$ cat src/rtl/kick_sprite_fetch.sv
// Kick animation sequencer and sprite ROM fetch for the fighter palette path.
// Optional macro KICK_CHAIN_EN lets a kick in RECOVER chain straight into WINDUP.
module kick_sprite_fetch #(
  parameter int SPR_W           = 64,
  parameter int SPR_H           = 96,
  parameter int FRAMES_PER_POSE = 6,
  parameter int ADDR_W          = 15
) (
  input  logic              Clk,
  input  logic              Reset_n,
  input  logic              frame_start,
  input  logic              kick_req,
  input  logic              facing_left,
  input  logic [9:0]        sprite_x,
  input  logic [9:0]        sprite_y,
  input  logic [9:0]        DrawX,
  input  logic [9:0]        DrawY,
  output logic [ADDR_W-1:0] rom_addr,
  input  logic [3:0]        rom_data,
  output logic [3:0]        pal_index,
  output logic              sprite_on,
  output logic              kick_busy,
  output logic [1:0]        pose
);

  localparam int CW = $clog2(FRAMES_PER_POSE + 1);
  localparam logic [CW-1:0] LAST = CW'(FRAMES_PER_POSE - 1);

  typedef enum logic [1:0] {
    IDLE    = 2'd0,
    WINDUP  = 2'd1,
    EXTEND  = 2'd2,
    RECOVER = 2'd3
  } state_e;

  state_e          state_q, state_d;
  logic [CW-1:0]   cnt_q, cnt_d;
  logic            pend_q, pend_d;
  logic            busy_q;
  logic            can_req;
  logic            pend_now;
  logic            last;

`ifdef KICK_CHAIN_EN
  assign can_req = (state_q == IDLE) || (state_q == RECOVER);
`else
  assign can_req = (state_q == IDLE);
`endif

  // a request arriving with frame_start still counts for that frame
  assign pend_now = pend_q | (kick_req & can_req);
  assign last     = (cnt_q == LAST);

  always_ff @(posedge Clk or negedge Reset_n) begin
    if (!Reset_n) begin
      state_q <= IDLE;
      cnt_q   <= '0;
      pend_q  <= 1'b0;
      busy_q  <= 1'b0;
    end else begin
      state_q <= state_d;
      cnt_q   <= cnt_d;
      pend_q  <= pend_d;
      busy_q  <= (state_d != IDLE);
    end
  end

  always_comb begin
    state_d = state_q;
    cnt_d   = cnt_q;
    pend_d  = pend_now;
    if (frame_start) begin
      unique case (state_q)
        IDLE: begin
          if (pend_now) begin
            state_d = WINDUP;
            pend_d  = 1'b0;
            cnt_d   = '0;
          end
        end
        WINDUP, EXTEND: begin
          if (last) begin
            state_d = state_e'(state_q + 2'd1);
            cnt_d   = '0;
          end else begin
            cnt_d = cnt_q + 1'b1;
          end
        end
        RECOVER: begin
          if (last) begin
            cnt_d = '0;
            if (pend_now) begin
              state_d = WINDUP;
              pend_d  = 1'b0;
            end else begin
              state_d = IDLE;
            end
          end else begin
            cnt_d = cnt_q + 1'b1;
          end
        end
        default: state_d = IDLE;
      endcase
    end
  end

  logic [10:0]       dx, dy, col;
  logic [10:0]       x11, y11, sx11, sy11;
  logic              in_box;
  logic [31:0]       addr_full;
  logic [ADDR_W-1:0] addr_q, addr_d;
  logic              inb1_q, inb2_q;

  assign x11  = {1'b0, DrawX};
  assign y11  = {1'b0, DrawY};
  assign sx11 = {1'b0, sprite_x};
  assign sy11 = {1'b0, sprite_y};
  assign dx   = x11 - sx11;
  assign dy   = y11 - sy11;

  // 11-bit bounds so a box near 1023 never wraps to column 0
  assign in_box = (x11 >= sx11) && (x11 < sx11 + 11'(SPR_W)) &&
                  (y11 >= sy11) && (y11 < sy11 + 11'(SPR_H));

  assign col = facing_left ? (11'(SPR_W - 1) - dx) : dx;

  assign addr_full = 32'(state_q) * 32'(SPR_W * SPR_H) +
                     32'(dy) * 32'(SPR_W) + 32'(col);

  assign addr_d = in_box ? ADDR_W'(addr_full) : addr_q;

  always_ff @(posedge Clk or negedge Reset_n) begin
    if (!Reset_n) begin
      addr_q <= '0;
      inb1_q <= 1'b0;
      inb2_q <= 1'b0;
    end else begin
      addr_q <= addr_d;
      inb1_q <= in_box;
      inb2_q <= inb1_q;
    end
  end

  always_comb begin
    rom_addr  = addr_q;
    kick_busy = busy_q;
    pose      = state_q;
    pal_index = inb2_q ? rom_data : 4'd0;
    sprite_on = inb2_q && (rom_data != 4'd0);
  end

endmodule
$ cat config.mk
export PLATFORM = sky130hd
export DESIGN_NAME = kick_sprite_fetch
export DESIGN_NICKNAME = d
export VERILOG_FILES = /design/src/rtl/kick_sprite_fetch.sv
export SDC_FILE = /design/constraint.sdc
export NUM_CORES = 1
export LEC_CHECK = 0
export CORE_ASPECT_RATIO = 0.6
export CORE_MARGIN = 2
export CORE_UTILIZATION = 39
export CTS_CLUSTER_DIAMETER = 40
export DETAILED_ROUTE_END_ITERATION = 10
export PLACE_DENSITY = 0.62
export RECOVER_POWER = 50
export SLEW_MARGIN = 20
export SYNTH_ARGS = -nofsm -noshare
export SYNTH_HDL_FRONTEND = slang
export SYNTH_SLANG_ARGS = --single-unit
$ cat constraint.sdc
create_clock -name Clk -period 2.5 [get_ports Clk]
set_clock_uncertainty 0.15 [all_clocks]
set_input_delay 0.5 -clock Clk [delete_from_list [all_inputs] [get_ports Clk]]
set_output_delay 0.5 -clock Clk [all_outputs]
set_load 0.005 [all_outputs]
# --- Word level (Yosys, flattened, before mapping) ---
# Index checks and enable logic that the tools add are counted.
totals:
  ff_bits: 24
  in_bits: 49
  output_inout_bits: 23
  word_cells: 52
classes:
  addsub: 9
  n_mul: 1
  magnitude_cmp: 4
  n_eq_ne: 5
  n_mux: 14
  n_bitwise: 2
  n_reduce_logical: 10
ops:
  columns: ["op", "count"]
  rows:
  - ["adder 10 x 7 -> 11 bit, second input constant", 2]
  - ["less-than comparator 10 x 11 -> 1 bit", 2]
  - [">= comparator 10 bit", 2]
  - ["adder 15 x 11 -> 15 bit", 1]
  - ["adder 15 bit", 1]
  - ["2-to-1 mux 11 bit", 1]
  - ["subtractor 10 x 10 -> 11 bit", 1]
  - ["subtractor 6 x 11 -> 11 bit, first input constant", 1]
  - ["subtractor 9 bit", 1]
  - ["2-to-1 mux 2 bit", 4]
  - ["2-to-1 mux 3 bit", 2]
  - ["one-hot mux 2 bit (3 select lines)", 1]
  - ["one-hot mux 3 bit (2 select lines)", 1]
  - ["equality test 2 bit, second input constant", 2]
  - ["logical AND 1 bit", 4]
  - ["multiplier 2 x 2 -> 4 bit, second input constant", 1]
  - ["2-to-1 mux 4 bit", 1]
  - ["nonzero test 4 bit", 1]
  - ["adder 3 x 1 -> 3 bit, second input constant", 1]
  - ["equality test 3 bit, second input constant", 1]
  - ["2-to-1 mux 1 bit", 3]
  - ["OR reduction 3 bit", 1]
  - ["adder 2 x 1 -> 2 bit, second input constant", 1]
  - ["equality test 2 x 1 -> 1 bit, second input constant", 1]
  - ["other kinds (8)", 8]

# --- Depth between registers and ports, before layout ---
logic_depth:
  depth_word: 8
  mapped_depth: 20
  mapped_depth_nobuf: 20

# --- Worst setup path after synthesis ---
# Ideal clock, no wire load.
synth_path:
  path_kind: "input port to flip-flop"
  start: "input port DrawX[0]"
  end: "register addr_q[13], in the netlist rom_addr[13]"
  arrival_ps: 3801
  t_required_ps: 2225
  setup_slack_ps: -1576
  cell_stages: 18
  n_path_buf: 0
  path_cell_list: "inv_1 -> ha_1 -> inv_1 -> fa_1 -> a211oi_1 -> o21bai_1 -> a21oi_1 -> xnor2_1 -> inv_1 -> ha_1 -> mux2_2 -> ha_1 -> a21o_1 -> a211oi_1 -> nor2_1 -> o41ai_1 -> xnor2_1 -> mux2_4"
synth_via:
  elab_chain_cells: 4
  word_cells_on_any_way: 9
  classes_between: "add/sub: 3; order compare: 2; mux: 1; reduce/logical: 3"
synth_rtl:
  columns: ["element", "line", "rtl"]
  rows:
  - ["start: declaration", "16", "input logic [9:0] DrawX,"]
  - ["subtractor 10 x 10 -> 11 bit (tied with other cells)", "118", "assign dx = x11 - sx11;"]
  - ["subtractor 6 x 11 -> 11 bit or logical AND 1 bit (tied branches)", "125, 122", null]
  - ["2-to-1 mux 11 bit or logical AND 1 bit (tied branches)", "125, 122", null]
  - ["adder 15 x 11 -> 15 bit or logical AND 1 bit (tied branches)", "128, 123", null]
  - ["end signal: assignment", "138", "addr_q <= addr_d;"]
  - ["end: declaration", "111", "logic [ADDR_W-1:0] addr_q, addr_d;"]
# Several ways; a longest one is shown, not always the timed one.
# A chain may end at the register's enable or synchronous reset.

# --- Final worst setup path ---
layout_path:
  start: "input port DrawX[6]"
  end: "register addr_q[13], in the netlist rom_addr[13]"
# The elaborated chain is that of the path after synthesis.

==> flow_summary.html <==
<table>
<tr><th>Metric</th><th>Value</th></tr>
<tr><th colspan="2">Status</th></tr>
<tr><td>Outcome</td><td>finished, violations left</td></tr>
<tr><td>Violated checks</td><td>design-rule violations, negative setup slack</td></tr>
<tr><th colspan="2">Logic synthesis</th></tr>
<tr><td>Distinct cell type count of the synthesized netlist</td><td>53</td></tr>
<tr><td>Ranking of synthesized cells by area</td><td>sky130_fd_sc_hd__dfrtp_1, sky130_fd_sc_hd__ha_1, sky130_fd_sc_hd__xnor2_1</td></tr>
<tr><td>Commonest cells in the synthesized netlist</td><td>sky130_fd_sc_hd__ha_1, sky130_fd_sc_hd__inv_1, sky130_fd_sc_hd__xnor2_1</td></tr>
<tr><td>Fraction of synthesized cell area taken by the top area cell type</td><td>21.6%</td></tr>
<tr><td>Synth Cell Area</td><td>approximately 0.0028 mm2</td></tr>
<tr><td>Number of instances in the synthesized netlist</td><td>approximately 310</td></tr>
<tr><td>Prevailing post-synth register cell</td><td>sky130_fd_sc_hd__dfrtp_1</td></tr>
<tr><td>Synthesized net count</td><td>402</td></tr>
<tr><td>Proportion of synthesized chip area in sequential cells</td><td>around 22%</td></tr>
<tr><td>Post-Syn Area per Cell</td><td>just over 9 um2</td></tr>
<tr><td>Number of flops mapped to enable cells by yosys</td><td>0</td></tr>
<tr><td>Most frequently used cell type in the post-synthesis netlist</td><td>sky130_fd_sc_hd__ha_1</td></tr>
<tr><td>Post-synthesis async set-or-reset flop share</td><td>100%</td></tr>
<tr><td>#FFs+latches synth</td><td>24</td></tr>
<tr><td>Yosys Warn Count</td><td>0</td></tr>
<tr><td>Leading area contributor after synthesis</td><td>sky130_fd_sc_hd__dfrtp_1</td></tr>
<tr><th colspan="2">Final layout</th></tr>
<tr><td>Area taken by flip-flops and latches</td><td>around 600 um2</td></tr>
<tr><td>Antenna Diode Count</td><td>0</td></tr>
<tr><td>Number of standard cells in the layout, taps in and fillers out</td><td>about 570</td></tr>
<tr><td>Proportion of layout cells with a drive suffix above 1</td><td>between 40% and 50%</td></tr>
<tr><td>Number of filler instances in the final layout</td><td>between 500 and 600</td></tr>
<tr><td>Net count of the finished layout</td><td>574</td></tr>
<tr><td>Area growth from synthesis to layout</td><td>76.4%</td></tr>
<tr><td>Multi-input combinational cell area</td><td>between 0.002 and 0.0025 mm2</td></tr>
<tr><td>Design area</td><td>0.00491 mm2</td></tr>
<tr><th colspan="2">Detailed routing</th></tr>
<tr><td>Number of nets still failing antenna checks after routing</td><td>0</td></tr>
<tr><td>Total number of vias</td><td>between 2000 and 3000</td></tr>
<tr><td>DRC viols</td><td>8</td></tr>
<tr><td>Detail-routed net length per standard cell</td><td>15.2 um</td></tr>
<tr><td>Length of the first detailed-routing pass in iterations</td><td>9</td></tr>
<tr><td>Starting DRT DRC Count</td><td>approximately 160</td></tr>
<tr><td>Routed Wire Length</td><td>~8.6 mm</td></tr>
<tr><td>Via density per instance</td><td>5.16</td></tr>
<tr><th colspan="2">Die</th></tr>
<tr><td>Die area</td><td>about 0.008 mm2</td></tr>
<tr><td>Placement Rows</td><td>23</td></tr>
<tr><td>Number of placed I/O pins</td><td>72</td></tr>
<tr><td>Initial cell density of the core</td><td>between 40% and 50%</td></tr>
<tr><td>Standard cell core area</td><td>~0.0068 mm2</td></tr>
<tr><td>Die outline width</td><td>~110 um</td></tr>
<tr><td>Chip Height</td><td>approximately 69 um</td></tr>
<tr><th colspan="2">Pwr</th></tr>
<tr><td>Net Switching</td><td>around 1.2 mW</td></tr>
<tr><td>Power density cells</td><td>between 700 and 800 mW/mm2</td></tr>
<tr><td>Proportion of power drawn by combinational gates</td><td>66.8%</td></tr>
<tr><td>Highest ir drop seen on vdd</td><td>417 uV</td></tr>
<tr><td>Static leakage</td><td>~2.3 nW</td></tr>
<tr><td>Sequential Power Share</td><td>between 10% and 20%</td></tr>
<tr><td>Proportion of total power due to net switching</td><td>between 30% and 40%</td></tr>
<tr><td>Clk pwr share</td><td>a little over an eighth</td></tr>
<tr><td>Internal power</td><td>between 2 and 2.5 mW</td></tr>
<tr><th colspan="2">Global routing</th></tr>
<tr><td>Vias in the first global route</td><td>about 3000</td></tr>
<tr><td>Overall fraction of global-route tracks in use</td><td>between 20% and 30%</td></tr>
<tr><td>Peak-usage layer in the global routing report</td><td>met2</td></tr>
<tr><td>Met1 track demand over resource</td><td>between 30% and 40%</td></tr>
<tr><td>Sum of overflow across all layers after global routing</td><td>0</td></tr>
<tr><td>Met3 Resource Use GR</td><td>under 10%</td></tr>
<tr><td>Met2 Use GR</td><td>a little under two fifths</td></tr>
<tr><td>Maximum number of pins on one net before global-route repair</td><td>25</td></tr>
<tr><td>Number of antenna violations at the first check in global routing</td><td>0</td></tr>
<tr><td>Global-route wire length before repair</td><td>between 10 and 15 mm</td></tr>
<tr><th colspan="2">CTS</th></tr>
<tr><td>TritonCTS clock tree</td><td>done</td></tr>
<tr><td>Clock-pin slew on the worst setup and hold paths</td><td>60 ps</td></tr>
<tr><td>CTS root buf</td><td>sky130_fd_sc_hd__clkbuf_16</td></tr>
<tr><td>TritonCTS Buffers</td><td>3</td></tr>
<tr><td>Deepest clock path buffer count</td><td>2</td></tr>
<tr><td>Clock Sink Count</td><td>24</td></tr>
<tr><td>Insertion delay of the later-clocked pin in the worst-skew pair</td><td>roughly 260 ps</td></tr>
<tr><td>Number of H-tree levels</td><td>1</td></tr>
<tr><th colspan="2">Timing</th></tr>
<tr><td>Number of pins exceeding their max-slew limit in the final report</td><td>0</td></tr>
<tr><td>Clock period minus final worst setup slack</td><td>~3800 ps</td></tr>
<tr><td>Max-slew headroom</td><td>under 10%</td></tr>
<tr><td>Unrepaired setup endpoints after global routing</td><td>yes</td></tr>
<tr><td>Portion of the clock cycle consumed by the worst path in the final layout</td><td>150%</td></tr>
<tr><td>Hold Vio Cnt, Final</td><td>0</td></tr>
<tr><td>Top achievable clock speed</td><td>~270 MHz</td></tr>
<tr><td>Sum Neg Setup Slack</td><td>-10070 ps</td></tr>
<tr><td>Final setup violation count</td><td>16</td></tr>
<tr><td>Post-layout worst setup margin</td><td>-1260 ps</td></tr>
<tr><td>Transition time of the tightest slew-check pin</td><td>between 1000 and 1500 ps</td></tr>
<tr><th colspan="2">Setup path</th></tr>
<tr><td>Worst Setup End Kind</td><td>flip-flop</td></tr>
<tr><td>Library cell appearing most often on the critical path</td><td>sky130_fd_sc_hd__ha_4</td></tr>
<tr><td>Slowest-stage cell, CP</td><td>sky130_fd_sc_hd__a211o_1</td></tr>
<tr><td>Arrival @ worst endpoint</td><td>3760 ps</td></tr>
<tr><td>Critical path class</td><td>input port to flip-flop</td></tr>
<tr><td>Worst Setup Start Kind</td><td>input port</td></tr>
<tr><td>CP cell instances</td><td>dlygate4sd2_1 &gt; ha_4 &gt; a211o_1 &gt; o22a_1 &gt; o31ai_4 &gt; xnor2_2 &gt; inv_2 &gt; ha_4 &gt; mux2_4 &gt; ha_4 &gt; a21o_1 &gt; a211oi_2 &gt; nor2_1 &gt; o41ai_2 &gt; xnor2_1 &gt; mux2_4</td></tr>
<tr><td>Endpoint required time on the critical path</td><td>2500 ps</td></tr>
<tr><td>Crit path largest cell delay</td><td>between 300 and 400 ps</td></tr>
<tr><td>Largest fanout on the critical path</td><td>3</td></tr>
<tr><th colspan="2">Place</th></tr>
<tr><td>DP Area</td><td>0.00428 mm2</td></tr>
<tr><td>Setup WS pre-CTS</td><td>-2070 ps</td></tr>
<tr><td>Placed Instances</td><td>~540</td></tr>
<tr><td>Gp weighted congestion</td><td>approximately 0.85</td></tr>
<tr><td>DP Wirelength</td><td>roughly 6.3 mm</td></tr>
<tr><td>Number of buffers inserted by port buffering</td><td>a little over 70</td></tr>
<tr><th colspan="2">Hold path</th></tr>
<tr><td>Min-Delay Path Class</td><td>flip-flop to flip-flop</td></tr>
<tr><th colspan="2">Flow run</th></tr>
<tr><td>Max-cap violations</td><td>0</td></tr>
</table>
-- state kept, by name, summed over array words and instances, names as in the netlist --
register   flops
rom_addr      15
pend_q         1
kick_busy      1
pose           2
cnt_q          3
inb1_q         1
inb2_q         1
-- what timing repair did --
item	in CTS	in global routing
buffers inserted	22	5
gates resized for setup	147	19
setup endpoints to repair	16	16
hold buffers	0	0
pin swaps	55	17
-- metrics by stage --
step           hold WS [ps]  power, mW  util [%]
4_1_cts                 210       3.43      71.4
5_1_grt                 212       3.78      72.3
3_3_place_gp            183       2.69      63.0
3_5_place_dp            195       2.74      63.0
2_1_floorplan          54.4       1.85         -
6_report                205       3.51      72.3
-- critical path: cells and delay by family --
family | cells | cell delay [ps]
buffers and inverters | 2 | 340
XOR/XNOR | 2 | 270
adder cells (fa/ha/maj) | 3 | 690
AND/OR/NAND/NOR | 1 | 90
multiplexers | 2 | 540
AO/OA/AOI/OAI | 6 | 1310
-- layout make-up --
type                    instances  share of cell area (%)
well taps                      87                    2.22
repair buffers                169                    29.4
clock inverters                 1                   0.612
inverters                      42                    3.93
flip-flops and latches         24                    12.2
clock buffers                   3                    1.53
multi-input cells             239                    50.1
-- final timing paths --
path	endpoint	cells after the start	slack, ps	from
max	rom_addr[13]$_DFFE_PN0P_	16	-1260	DrawX[6]
max in group asynchronous	rom_addr[3]$_DFFE_PN0P_	2	410	Reset_n
min in group asynchronous	rom_addr[6]$_DFFE_PN0P_	2	960	Reset_n
min reg2reg	inb2_q$_DFF_PN0_	0	200	inb1_q$_DFF_PN0_
max reg2reg	rom_addr[13]$_DFFE_PN0P_	7	340	pose[1]$_DFF_PN0_
min	inb2_q$_DFF_PN0_	0	200	inb1_q$_DFF_PN0_
-- power by group through the flow --
| stage | sequential, mW | clock, mW | combinational, mW |
|---|---|---|---|
| floorplan | 0.688 | 0 | 1.16 |
| global placement | 0.687 | 0 | 2.00 |
| detailed placement | 0.697 | 0 | 2.05 |
| CTS | 0.695 | 0.473 | 2.26 |
| global route | 0.722 | 0.487 | 2.58 |
| finish | 0.698 | 0.466 | 2.35 |
-- cells by family after synthesis --
logic type | count (synthesis) | share of synthesized area, %
compound gates | 79 | 19.0
xor+xnor | 36 | 11.3
fa+ha+maj | 46 | 21.5
buf+inv | 44 | 6.21
flops | 24 | 21.6
mux | 17 | 7.87
simple gates | 61 | 12.5
-- layout by cell type (no fill, tap or decap), drive strengths merged, types with 6 or more instances in the layout --
| cell | instances |
|---|---|
| dfrtp | 24 |
| buf | 109 |
| o21ai | 18 |
| dlygate4sd2 | 11 |
| ha | 43 |
| o21a | 7 |
| clkdlybuf4s50 | 38 |
| mux2 | 15 |
| nand3 | 6 |
| nor2 | 13 |
| nand2 | 12 |
| xor2 | 7 |
| a21oi | 21 |
| clkbuf | 9 |
| inv | 42 |
| xnor2 | 29 |
-- layer usage --
metal,vias to the layer above,part of all wire [%],wire length (um)
met3,6,5.2,443
met2,85,46,3920
li1,1427,-,-
met4,0,1.0,86
met5,-,0,0
met1,1400,48,4150
No activity file was read; power rests on OpenSTA's default activity.
